--- config.mk ---
export PLATFORM = sky130hd
export DESIGN_NAME = seq_mult_param
export DESIGN_NICKNAME = d
export VERILOG_FILES = /design/src/rtl/seq_mult_param.sv
export SDC_FILE = /design/constraint.sdc
export NUM_CORES = 1
export LEC_CHECK = 0
export ABC_AREA = 1
export ABC_CLOCK_PERIOD_IN_PS = 3700
export CORE_MARGIN = 5
export CORE_UTILIZATION = 47
export DETAILED_ROUTE_END_ITERATION = 10
export HOLD_SLACK_MARGIN = 0.15
export PLACE_DENSITY = 0.7
export SETUP_SLACK_MARGIN = 0.2
export SKIP_CTS_REPAIR_TIMING = 1
export SYNTH_ARGS = -nofsm -noshare
export SYNTH_HDL_FRONTEND = slang
export SYNTH_SLANG_ARGS = --single-unit
--- constraint.sdc ---
create_clock -name clk -period 3.7 [get_ports clk]
set_clock_uncertainty 0.2 [all_clocks]
set_input_delay 0.74 -clock clk [delete_from_list [all_inputs] [get_ports clk]]
set_output_delay 0.74 -clock clk [all_outputs]
set_load 0.02 [all_outputs]
--- src/rtl/seq_mult_param.sv ---
// Parametrised shift-add sequential multiplier with signed/unsigned mode and start/busy/done handshake.
// Optional overflow flag output enabled by defining SEQ_MULT_OVF_FLAG_EN.
module seq_mult_param #(
   parameter int WIDTH = 8,
   parameter int CNT_W = $clog2(WIDTH + 1)
) (
   input  logic                 clk,
   input  logic                 rst,
   input  logic                 start,
   input  logic                 is_signed,
   input  logic [WIDTH-1:0]     A,
   input  logic [WIDTH-1:0]     B,
   output logic [2*WIDTH-1:0]   Product,
   output logic                 busy,
`ifdef SEQ_MULT_OVF_FLAG_EN
   output logic                 ovf,
`endif
   output logic                 done
);

   // Handshake: start is accepted on any edge where busy=0 (IDLE or DONE);
   // done is high for exactly the one cycle after Product is updated.
   typedef enum logic [1:0] {S_IDLE, S_RUN, S_DONE} state_t;

   state_t               state;
   state_t               state_nxt;
   logic [WIDTH-1:0]     mcand;
   logic                 mode;
   logic [WIDTH:0]       acc_hi;
   logic [WIDTH-1:0]     acc_lo;
   logic [CNT_W-1:0]     cnt;
   logic                 load;
   logic                 last_iter;
   logic                 last;
   logic [WIDTH:0]       mcand_ext;
   logic [WIDTH:0]       addend;
   logic [WIDTH+1:0]     sum;
   logic [WIDTH:0]       hi_shift;
   logic [WIDTH-1:0]     lo_shift;
   logic [2*WIDTH-1:0]   result;

   assign last_iter = (cnt == CNT_W'(WIDTH - 1));
   assign load      = start && (state != S_RUN);
   assign last      = (state == S_RUN) && last_iter;

   always_ff @(posedge clk or posedge rst) begin
      if (rst) state <= S_IDLE;
      else     state <= state_nxt;
   end

   always_comb begin
      state_nxt = state;
      case (state)
         S_IDLE:  if (start) state_nxt = S_RUN;
         S_RUN:   if (last_iter) state_nxt = S_DONE;
         S_DONE:  state_nxt = start ? S_RUN : S_IDLE;
         default: state_nxt = S_IDLE;
      endcase
   end

   always_comb begin
      busy = (state == S_RUN);
      done = (state == S_DONE);
   end

   // The top multiplier bit carries negative weight in two's complement, so the last
   // signed iteration subtracts the multiplicand instead of adding it.
   always_comb begin
      mcand_ext = mode ? {mcand[WIDTH-1], mcand} : {1'b0, mcand};
      addend    = (mode && last_iter) ? ((~mcand_ext) + {{WIDTH{1'b0}}, 1'b1}) : mcand_ext;
      sum       = acc_lo[0] ? ({1'b0, acc_hi} + {1'b0, addend}) : {1'b0, acc_hi};
      hi_shift  = {(mode ? sum[WIDTH] : sum[WIDTH+1]), sum[WIDTH:1]};
      lo_shift  = {sum[0], acc_lo[WIDTH-1:1]};
      result    = {hi_shift[WIDTH-1:0], lo_shift};
   end

   always_ff @(posedge clk or posedge rst) begin
      if (rst) begin
         mcand   <= '0;
         mode    <= 1'b0;
         acc_hi  <= '0;
         acc_lo  <= '0;
         cnt     <= '0;
         Product <= '0;
      end else if (load) begin
         mcand  <= A;
         mode   <= is_signed;
         acc_hi <= '0;
         acc_lo <= B;
         cnt    <= '0;
      end else if (state == S_RUN) begin
         acc_hi <= hi_shift;
         acc_lo <= lo_shift;
         cnt    <= cnt + CNT_W'(1);
         if (last) Product <= result;
      end
   end

`ifdef SEQ_MULT_OVF_FLAG_EN
   logic ovf_nxt;

   // Signed results fit only when the upper WIDTH+1 bits are a pure sign extension.
   always_comb begin
      if (mode) ovf_nxt = !((&result[2*WIDTH-1:WIDTH-1]) || !(|result[2*WIDTH-1:WIDTH-1]));
      else      ovf_nxt = |result[2*WIDTH-1:WIDTH];
   end

   always_ff @(posedge clk or posedge rst) begin
      if (rst)       ovf <= 1'b0;
      else if (last) ovf <= ovf_nxt;
   end
`endif

endmodule
* Word-level counts from Yosys, hierarchy flattened
Index checks and enable logic that the tools add are counted.
Storage, ports and cells: bits in registers 48
Cells by class: $add $sub $neg 3, equality and inequality tests 6, mux-type cells 14, bitwise logic cells 2, reduce and logical (&&, ||, !) cells 7
Operators with widths (count):
- $mux W9 | 4
- $mux W8 | 2
- $add A9 B9 Y10 | 1
- $mux W10 | 1
- $add A9 B1 Y9 const B | 1
- $not A9 Y9 | 1
- $mux W4 | 2
- $pmux W2 S3 | 1
- $add A4 B1 Y4 const B | 1
- $eq A4 B3 Y1 const B | 1
- $mux W2 | 2
- $ne A2 B1 Y1 const B | 2
- $logic_and A1 B1 Y1 | 3
- $reduce_and A3 Y1 | 1
- $eq A2 B1 Y1 const B | 1
- $eq A2 B2 Y1 const B | 1
- $logic_not A2 Y1 | 1
- $mux W1 | 2
- $ne A2 B2 Y1 const B | 1
- $reduce_and A2 Y1 | 1
- $reduce_bool A2 Y1 | 1
- $not A1 Y1 | 1

* Logic depth before layout (Yosys ltp)
Gate-level depths: netlist of run 1.
depth in word-level cells 9, gate-level depth with buffers 18, gate-level depth less buffers 18

* Worst setup path before layout of run 1
Ideal clock, no wire load.
kind reg2reg, from reg cnt[0], to reg acc_hi[8], setup time 116 ps, arrival time 2154 ps, setup slack 1229 ps, cell stages (with the launch flop) 18, buffers on the path 0, cell sequence dfrtp_1 -> ha_1 -> inv_1 -> nor3_4 -> nand2_2 -> clkinv_2 -> nand2_1 -> xor2_1 -> inv_1 -> ha_1 -> nand2_1 -> inv_1 -> a21oi_1 -> nand3_1 -> nand3_1 -> nand3_1 -> nand2_1 -> nand2_1
On the way: cells in the longest elaborated chain, start to end 8
RTL lines:
- start: declaration | line 31 | logic [CNT_W-1:0] cnt;
- start signal: assignment | line 94 | cnt <= cnt + CNT_W'(1);
- $eq A4 B3 Y1 | line 42 | assign last_iter = (cnt == CNT_W'(WIDTH - 1));
- $logic_and A1 B1 Y1 | line 70 | addend = (mode && last_iter) ? ((~mcand_ext) + {{WIDTH{1'b0}}, 1'b1}) : mcand_ext;
- $mux W9 | line 70
- $add A9 B9 Y10 | line 71 | sum = acc_lo[0] ? ({1'b0, acc_hi} + {1'b0, addend}) : {1'b0, acc_hi};
- $mux W10 | line 71
- $mux W1 | line 72 | hi_shift = {(mode ? sum[WIDTH] : sum[WIDTH+1]), sum[WIDTH:1]};
- $mux W9 | line 91 | end else if (state == S_RUN) begin
- $mux W9 | line 85 | end else if (load) begin
- end signal: assignment | line 92 | acc_hi <= hi_shift;
- end: declaration | line 29 | logic [WIDTH:0] acc_hi;
No other way between the ends. The select of a mux whose other input is x is not followed. A chain may end at the register's enable or synchronous reset.

* Final worst setup path of run 1
from reg state[1], to out busy
On the way: cells in the longest elaborated chain, start to end 1
RTL lines:
- start: declaration | line 25 | state_t state;
- start signal: assignment | line 48 | else state <= state_nxt;
- $eq A2 B1 Y1 | line 62 | busy = (state == S_RUN);
- end: declaration | line 14 | output logic busy,
No other way between the ends.

==> results of run 1 <==
cells in the final DEF, fill, tap and decap left out, types with 5 or more instances in the layout:
cell type	netlist	layout
a21oi_1	8	8
nand2_1	100	100
dfrtp_1	48	48
inv_1	44	43
clkdlybuf4s50_1	0	37
o21ai_0	19	19
o221ai_1	5	5
clkbuf_8	0	6
ha_1	12	12
o21ai_2	8	8
xor2_1	6	6
nor2_1	12	12
nand3_1	28	28
logic make-up (layout without fill, tap and decap cells):
kind of cell	Yosys count	count (layout)	synth area share
compound gates	50	50	0.121
flops	48	48	0.451
simple gates	153	153	0.251
xor+xnor	8	8	0.0263
fa+ha+maj	13	13	0.0639
buf+inv	55	92	0.0865
registers in the layout (all words and copies together), names as in the netlist:
signal / count
mode: 1
cnt: 4
acc_hi: 9
mcand: 8
Product: 16
acc_lo: 8
state: 2
tightest hold or removal path, cell delays in order (launching register included):
cell     delay [ns]
dfrtp_1        0.35
nand2_1        0.05
nand2_1        0.05
how the worst max path moves through the flow:
stage	from	endpoint	depth (start not counted)
after floorplan	cnt[0]	acc_hi[8]	17
after global placement	cnt[0]	Product[14]	16
after detailed placement	cnt[0]	Product[14]	16
after CTS	state[1]	busy	4
after global routing	state[1]	busy	4
final	state[1]	busy	4
final cells by class:
cell class	instances	area (um^2)
Multi-Input combinational cell	224	1230
Inverter	47	180
Timing Repair Buffer	37	370
Fill cell	504	2310
Clock buffer	6	82.6
Tap cell	72	90.1
Clock inverter	2	38.8
Sequential cell	48	1200
where the power goes:
| group | switching [mW] | internal (mW) |
|---|---|---|
| Combinational | 0.963 | 0.647 |
| Clock | 0.182 | 0.221 |
| Sequential | 0.184 | 0.775 |
| Total | 1.33 | 1.64 |
per-layer routing:
layer,up-vias,wire [um]
li1,1119,-
met1,1033,2620
met2,51,2610
met3,5,289
met4,0,48
met5,-,0
stage by stage:
step / setup WS, ns / util / instance area, um^2
2_1_floorplan: 1.23 / - / 2660
3_3_place_gp: 0.957 / 0.558 / 3070
3_5_place_dp: 0.947 / 0.558 / 3070
4_1_cts: 0.688 / 0.580 / 3190
5_1_grt: 0.563 / 0.580 / 3190
6_report: 0.709 / 0.580 / 3190
==> summary.txt, run 1 <==
Routing
  – Antenna-violating nets left: 0
  – DR WL/cell: 12.8 um
  – TritonRoute pass-1 iters: 4
  – Via density: 5.06
  – DR DRC count: 0
  – Post-Route WL: 5.57 mm
  – DRT iter0 DRCs: 138
  – Vias: 2208

Synthesis
  – Ys flop type: dfrtp_1
  – Sequential cell area fraction in the yosys report: 0.451
  – Most numerous cell in the Yosys netlist: nand2_1
  – Netlist cell types: 34
  – Post-synthesis async set-or-reset flop share: 1.00
  – Net Count, Synth: 360
  – Synth warn: 0
  – Mapped cell area: 0.00266 mm^2
  – Post-synth EDFFs: 0
  – Cell accounting for the most synthesized area: dfrtp_1
  – Most common library cells after synthesis: nand2_1 (100), dfrtp_1 (48), inv_1 (44), nand3_1 (28), o21ai_0 (19)
  – #FFs+latches synth: 48
  – Syn Area/Cell: 8.14 um^2
  – Syn Inst Count: 327
  – Synth top area share: 0.451
  – Synth top area cells: dfrtp_1 (45%), nand2_1 (14%), inv_1 (6.2%), ha_1 (5.6%), nand3_1 (5.3%)

CTS
  – H-tree Lvls: 2
  – Num CTS Buffers: 5
  – Worst-skew pair later-pin latency: 0.30 ns
  – CTS tree: yes
  – Clock buffer depth: 2
  – Sink Count: 48
  – Clock-pin slew on the worst setup and hold paths: 0.08 ns
  – Clock root buffer: clkbuf_8

Cells and area
  – Layout Cells excl Fill: 436
  – Nets: 396
  – Ant. Diodes: 0
  – Share of layout cells above drive strength 1: 0.0824
  – Area grow syn2layout: 20.0%

Setup path
  – Cell Chain, Critical Path: inv_1, nand2_2, inv_1, clkdlybuf4s50_1
  – CP endpoint kind: output port
  – Worst Path Required: 2.76 ns
  – R2R cell count: 16
  – Register-to-register setup slack: 0.89 ns
  – Setup Crit Path Kind: reg -> out
  – Max FO, Critical Path: 14
  – Max incr delay on CP: 0.69 ns
  – Reg2Reg Launch Point: cnt[0]
  – WP buf/inv: 3
  – Critical path's most frequent cell: inv_1
  – Cell family with most CP delay: buffers and inverters
  – CP Launch Type: flip-flop
  – CP arrival: 2.05 ns
  – RR Endpoint: acc_hi[6]
  – Crit-path slowest cell: clkdlybuf4s50_1

Global route
  – GRT busiest layer: met2
  – Vias in the first global route: 2161
  – Largest net degree at the start of global routing: 49
  – Initial antenna violation count: 0
  – Met1 usage: 0.214
  – Tot GR Track Use: 0.166
  – Grt met2 use: 0.279
  – First-pass GRT wire length: 9.77 mm
  – Total congestion overflow: 0
  – GR Util met3: 0.0379

Timing
  – Final setup violation count: 0
  – Final min period: 2.99 ns
  – Slew HR: 0.350
  – RSZ-0062 raised after global routing: no
  – Hold Vio Cnt, Final: 0
  – Fin Hold WS: 0.277 ns
  – Slew Limit Fails: 0
  – Slew @ Worst Pin: 0.974 ns
  – Crit share post-route: 0.808
  – Final setup TNS: 0 ns
  – Maximum clock rate: 334 MHz

Placed design
  – I/O Buffers: 37
  – RD Place Congestion: 0.830
  – DP HPWL: 4.12 mm
  – Post-Place Cells: 428

Hold path
  – Hold crit path type: reg -> reg
  – Min-Delay Startpoint: Product[3]
  – Hold depth: 2
  – Hold EP: Product[3]

Floorplan
  – Starting Density: 0.483
  – Core Area: 0.00551 mm^2
  – Die area: 0.00727 mm^2
  – DIE WIDTH: 85.3 um
  – # rows: 27
  – Chip height: 85.3 um
  – Ports: 38

Power and ir drop
  – P per Cell Area: 931 mW/mm^2
  – Total power: 2.97 mW
  – Leak: 1.57 nW
  – Peak supply drop: 0.000439 V

Status
  – Outcome: complete, no violations

Job
  – Max-cap violation count: 0
Power figures use the tool's default switching activity.
==> inputs of run 2 (changes only) <==
Settings changed: ABC_CLOCK_PERIOD_IN_PS 3700 to 2500, PLACE_DENSITY 0.7 to 0.73.
Clock period 3.7 ns to 2.5 ns, I/O delays scaled along.
==> run 2 against run 1 <==
The run now ends with negative setup slack left. Worst setup slack got worse by 0.83 ns. Cell count increased by 5.5%. Combinational power is 91% higher. Hold slack improved by 0.010 ns. Sequential power up 50%. Sequential share of layout area down 4.1 points. Non-clock buffer count rose by 24. Total power is 74% higher. Critical path depth grew 11. Clock-buffer cell count down 1. Via count increased by 5.4%. Critical endpoint is now Product[15].
==> summary.txt, run 2 (synthesis results as in run 1) <==
Cells and area
  – Area grow syn2layout: 34.6%
  – Max reg flops: 16 (unchanged)
  – Register name with the most flops: Product
  – Ant. Diodes: 0 (unchanged)
  – Top Registers: Product (16), acc_hi (9)
  – Sequential Area: 0.00120 mm^2 (unchanged)
  – Area of the multi-input gates: 0.00141 mm^2 (+14%)
  – Share of layout cells above drive strength 1: 0.232 (+0.150)
  – Most frequent cells in the layout: nand2_1 (95), dfrtp_1 (48), inv_1 (39)
  – Finished Cell Area: 0.00358 mm^2 (+12%)
  – Commonest non-fill, non-tap cell in the layout: nand2_1
  – Nets: 420 (+6.1%)
  – FILL cells: 447 (-11%)

Timing
  – Slew @ Worst Pin: 0.569 ns (-0.405 ns)
  – Hold Vio Cnt, Final: 0 (unchanged)
  – Maximum clock rate: 381 MHz
  – Crit share post-route: 1.05
  – Slew HR: 0.621 (+0.271)
  – Final setup TNS: -0.725 ns (-0.725 ns)
  – Slew Limit Fails: 0 (unchanged)
  – RSZ-0062 raised after global routing: yes
  – Worst Setup Slack, final: -0.123 ns (-0.832 ns)
  – Final min period: 2.62 ns
  – Final setup violation count: 9 (+9)

Routing
  – DR WL/cell: 13.9 um (+9.0%)
  – Post-Route WL: 6.40 mm (+15%)
  – Vias: 2328 (+5.4%)
  – DRT iter0 DRCs: 159 (+15%)
  – Via density: 5.06 (about the same)
  – DR DRC count: 0 (unchanged)
  – Antenna-violating nets left: 0 (unchanged)
  – TritonRoute pass-1 iters: 4 (unchanged)

Placed design
  – DP Worst Slack: -0.103 ns (-1.05 ns)
  – DP HPWL: 4.58 mm (+11%)
  – Placed Area: 0.00325 mm^2 (+5.9%)
  – RD Place Congestion: 0.864 (+4.1%)
  – I/O Buffers: 37 (unchanged)

CTS
  – Num CTS Buffers: 5 (unchanged)
  – Clock-pin slew on the worst setup and hold paths: 0.09 ns (about the same)
  – Clock root buffer: clkbuf_8
  – H-tree Lvls: 2 (unchanged)
  – Clock buffer depth: 2 (unchanged)
  – Sink Count: 48 (unchanged)
  – CTS tree: yes
  – Worst-skew pair later-pin latency: 0.31 ns (about the same)

Power and ir drop
  – Combinational power share: 0.592 (+0.050)
  – Leak: 1.73 nW (+10%)
  – Net Sw Frac: 0.438 (-0.00897)
  – Sequential power share: 0.277 (-0.046)
  – Psw: 2.27 mW (+71%)
  – Power Internal: 2.91 mW (+77%)
  – Peak supply drop: 0.000863 V (+96%)
  – Clock Power Share: 0.131 (-0.005)
  – P per Cell Area: 1450 mW/mm^2 (+56%)

Setup path
  – Setup crit start: cnt[0]
  – Cell family with most CP delay: simple AND/OR/NAND/NOR gates
  – Register-to-register setup slack: -0.12 ns (-1.01 ns)
  – Max FO, Critical Path: 5 (-9)
  – Reg2Reg Launch Point: cnt[0]
  – Cell Chain, Critical Path: ha_2, inv_2, nor3_4, nand2_2, inv_4, nand2_4, xor2_2, ha_1, a21oi_2, nand2_2, nand2_2, nand2_1, nand2_1, nand3_2, a31oi_2
  – Crit-path slowest cell: dfrtp_1
  – Setup Crit Path Kind: reg -> reg
  – WP buf/inv: 2 (-1)
  – CP arrival: 2.65 ns (+0.60 ns)
  – Max incr delay on CP: 0.36 ns (-0.33 ns)
  – Critical path's most frequent cell: nand2_2
  – CP Launch Type: flip-flop
  – Worst Path Required: 2.53 ns (-0.23 ns)
  – CP endpoint kind: flip-flop

Global route
  – Total congestion overflow: 0 (unchanged)
  – Vias in the first global route: 2337 (+8.1%)
  – Initial antenna violation count: 0 (unchanged)
  – Largest net degree at the start of global routing: 49 (unchanged)
  – First-pass GRT wire length: 10.5 mm (+7.7%)
  – Tot GR Track Use: 0.180 (+0.0141)

Floorplan
  – Chip height: 85.3 um (unchanged)
  – Starting Density: 0.483 (unchanged)
  – Core Area: 0.00551 mm^2 (unchanged)
  – # rows: 27 (unchanged)
  – Die area: 0.00727 mm^2 (unchanged)
  – DIE WIDTH: 85.3 um (unchanged)
  – Ports: 38 (unchanged)

Status
  – Failing checks: negative setup slack
  – Outcome: complete, but fails checks

Job
  – Max-cap violation count: 0 (unchanged)

Hold path
  – Hold crit path type: reg -> reg
  – Min-Delay Startpoint: Product[9]
-- run 2: cell types whose count changed in the layout (fill, tap and decap cells not counted), sizes merged --
cell,before,now
inv,46,48
clkinv,2,0
bufinv,1,2
clkbuf,6,5
buf,0,24
-- run 2: layout make-up --
class,count,share of cell area
clock inverters,3,0.0192
multi-input cells,224,0.393
inverters,47,0.0507
flip-flops and latches,48,0.335
repair buffers,61,0.157
clock buffers,5,0.0192
well taps,72,0.0252
-- run 2: power groups by stage --
stage	clock, mW	sequential, mW	combinational, mW
after floorplan	0	1.52	1.71
after global placement	0	1.41	2.65
after detailed placement	0	1.43	2.73
after CTS	0.693	1.42	2.75
after global routing	0.723	1.49	3.40
final	0.680	1.44	3.07
-- run 2: path summary, 6_finish.rpt --
kind / endpoint / depth (start not counted)
max reg2reg: Product[15] / 15
min: Product[9] / 2
min in group asynchronous: cnt[1] / 3
min reg2reg: Product[9] / 2
max: Product[15] / 15
max in group asynchronous: acc_hi[1] / 3
-- run 2: worst min-delay path: stages (launching register included) --
cell	delay [ns]
dfrtp_1	0.35
nand2_1	0.05
o21ai_0	0.06
-- run 2: layer usage --
metal / track usage / vias up / part of all wire
li1: - / 1169 / -
met1: 0.228 / 1094 / 0.44
met2: 0.311 / 56 / 0.51
met3: 0.0282 / 9 / 0.040
met4: 0.0604 / 0 / 0.014
met5: 0 / - / 0
-- run 2: per-stage QoR --
stage	cells	hold WS, ns	total power, mW	utilization
6_report	460	0.287	5.18	0.650
5_1_grt	460	0.314	5.61	0.650
4_1_cts	453	0.291	4.86	0.616
3_5_place_dp	445	0.269	4.16	0.591
3_3_place_gp	445	0.259	4.06	0.591
2_1_floorplan	327	0.269	3.23	-
==> inputs of run 3 (changes only) <==
Settings changed: ABC_CLOCK_PERIOD_IN_PS 2500 to unset, CORE_ASPECT_RATIO set to 0.7.
==> run 3 against run 2 <==
The run still ends with negative setup slack left. Highest routed layer unchanged. Non-clock buffer count is 2 lower. Largest cell class unchanged. Largest power group unchanged. First-iteration DRC count up 38%. Sequential power is essentially flat. Fmax shrank 0.20%. Critical path type unchanged. Final area decreased by 0.98%. Sequential share of layout area up 0.33 points.
==> summary.txt, run 3 (synthesis results as in run 1) <==
Status
  – Outcome: complete, but fails checks
  – Failing checks: negative setup slack

Setup path
  – Max incr delay on CP: 0.38 ns (+0.02 ns)
  – Critical path's most frequent cell: nand2_1
  – Max FO, Critical Path: 5 (unchanged)
  – Setup Crit Path Kind: reg -> reg
  – CP Launch Type: flip-flop
  – WP buf/inv: 2 (unchanged)
  – Cell family with most CP delay: simple AND/OR/NAND/NOR gates
  – CP arrival: 2.62 ns (-0.03 ns)
  – Cell Chain, Critical Path: ha_2, inv_2, nor3_4, nand2_2, inv_4, nand2_1, xor2_2, ha_4, a21oi_2, nor2_1, nor2_2, nand2_1, nand2_1, nand3_1, nand3_1, nand2_1
  – CP endpoint kind: flip-flop
  – Register-to-register setup slack: -0.13 ns (about the same)
  – Worst Path Required: 2.49 ns (-0.04 ns)
  – Crit-path slowest cell: dfrtp_1

Routing
  – Antenna-violating nets left: 0 (unchanged)
  – Vias: 2353 (+1.1%)
  – DR DRC count: 0 (unchanged)
  – DRT iter0 DRCs: 219 (+38%)
  – DR WL/cell: 14.2 um (+2.2%)
  – Post-Route WL: 6.52 mm (+1.8%)
  – TritonRoute pass-1 iters: 4 (unchanged)
  – Via density: 5.14 (+1.5%)

Cells and area
  – Share of layout cells above drive strength 1: 0.212 (-0.0195)
  – Commonest non-fill, non-tap cell in the layout: nand2_1
  – Area grow syn2layout: 33.2%
  – Most frequent cells in the layout: nand2_1 (96), dfrtp_1 (48), inv_1 (39)
  – Layout Cells excl Fill: 458 (-0.43%)
  – Ant. Diodes: 0 (unchanged)
  – Sequential Area: 0.00120 mm^2 (unchanged)
  – Register name with the most flops: Product
  – Max reg flops: 16 (unchanged)
  – Area of the multi-input gates: 0.00138 mm^2 (-2.3%)
  – Post-Route Utilization: 0.661 (+0.0103)
  – FILL cells: 447 (unchanged)
  – Top Registers: Product (16), acc_hi (9)
  – Nets: 418 (-0.48%)

Floorplan
  – Ports: 38 (unchanged)
  – # rows: 22 (-19%)
  – Die area: 0.00729 mm^2 (+0.32%)
  – Core Area: 0.00537 mm^2 (-2.5%)
  – DIE WIDTH: 99.9 um (+17%)
  – Chip height: 73.0 um (-14%)
  – Starting Density: 0.496 (+0.0125)

Power and ir drop
  – Power Internal: 2.90 mW (-0.32%)
  – Psw: 2.28 mW (+0.21%)
  – Clock Power Share: 0.129 (-0.002)
  – Peak supply drop: 0.000659 V (-24%)
  – Net Sw Frac: 0.439 (+0.00131)
  – Leak: 1.71 nW (-1.4%)
  – P per Cell Area: 1460 mW/mm^2 (+0.90%)
  – Total power: 5.18 mW (about the same)
  – Combinational power share: 0.592 (about the same)
  – Sequential power share: 0.279 (+0.002)

Hold path
  – Hold crit path type: reg -> reg

Timing
  – Maximum clock rate: 380 MHz (-0.20%)
  – Final setup violation count: 11 (+2)
  – Slew @ Worst Pin: 0.566 ns (-0.00277 ns)
  – Crit share post-route: 1.05 (+0.00211)
  – RSZ-0062 raised after global routing: yes
  – Slew HR: 0.623 (+0.00184)
  – Slew Limit Fails: 0 (unchanged)
  – Final min period: 2.63 ns (+0.00528 ns)
  – Final setup TNS: -0.715 ns (+0.00993 ns)
  – Hold Vio Cnt, Final: 0 (unchanged)
  – Fin Hold WS: 0.286 ns (-0.000263 ns)
  – Worst Setup Slack, final: -0.128 ns (-0.00528 ns)

CTS
  – H-tree Lvls: 2 (unchanged)
  – Num CTS Buffers: 5 (unchanged)
  – Clock-pin slew on the worst setup and hold paths: 0.09 ns (about the same)
  – Worst-skew pair later-pin latency: 0.30 ns (about the same)
  – Clock root buffer: clkbuf_8
  – CTS tree: yes
  – Clock buffer depth: 2 (unchanged)
  – Sink Count: 48 (unchanged)

Placed design
  – RD Place Congestion: 0.920 (+6.5%)
  – DP HPWL: 4.77 mm (+4.0%)
  – Post-Place Cells: 446 (+0.22%)
  – I/O Buffers: 37 (unchanged)

Global route
  – Tot GR Track Use: 0.177 (-0.00234)
  – Total congestion overflow: 0 (unchanged)
  – Vias in the first global route: 2257 (-3.4%)
  – Largest net degree at the start of global routing: 49 (unchanged)
  – First-pass GRT wire length: 10.4 mm (-0.72%)
  – Initial antenna violation count: 0 (unchanged)

Job
  – Max-cap violation count: 0 (unchanged)
==> run 3: cell types whose count changed in the layout (fill, tap and decap cells not counted), sizes merged <==
cell  previous run  this run
buf             24        22
==> run 3: routing by layer <==
metal / global-route usage / routed length [um] / vias up
li1: - / - / 1163
met1: 0.268 / 3100 / 1104
met2: 0.249 / 2880 / 81
met3: 0.0506 / 507 / 5
met4: 0.0424 / 32 / 0
met5: 0 / 0 / -
==> run 3: worst register-to-register path: cells and delay by family, from the launching register on <==
family | cells | cell delay [ns]
simple gates | 10 | 0.91
compound gates | 1 | 0.17
flops | 1 | 0.38
buf+inv | 2 | 0.14
xor+xnor | 1 | 0.26
fa+ha+maj | 2 | 0.46
==> run 3: power groups by stage <==
stage,clock network [mW],registers (mW),logic [mW]
floorplan,0,1.52,1.71
global placement,0,1.42,2.72
detailed placement,0,1.43,2.77
CTS,0.680,1.42,2.79
global route,0.710,1.50,3.37
finish,0.666,1.45,3.07
==> run 3: worst paths after layout <==
check                           cells after the start     endpoint  startpoint
worst min-delay path                                2   Product[8]  Product[8]
worst max register to register                     16  Product[14]      cnt[0]
worst min register to register                      2   Product[8]  Product[8]
min in group asynchronous                           3     state[1]         rst
worst max-delay path                               16  Product[14]      cnt[0]
max in group asynchronous                           3   Product[7]         rst
==> run 3: area by class of cell <==
| type | instances | share of cell area |
|---|---|---|
| multi-input cells | 224 | 0.388 |
| clock inverters | 3 | 0.0194 |
| repair buffers | 59 | 0.158 |
| flip-flops and latches | 48 | 0.339 |
| clock buffers | 5 | 0.0194 |
| inverters | 47 | 0.0512 |
| well taps | 72 | 0.0254 |
==> run 3: metrics by stage <==
| step | area, um^2 | worst slack, ns |
|---|---|---|
| after floorplan | 2700 | 0.112 |
| after global placement | 3270 | -0.114 |
| after detailed placement | 3270 | -0.156 |
| after CTS | 3410 | -0.205 |
| after global routing | 3550 | -0.288 |
| final | 3550 | -0.128 |
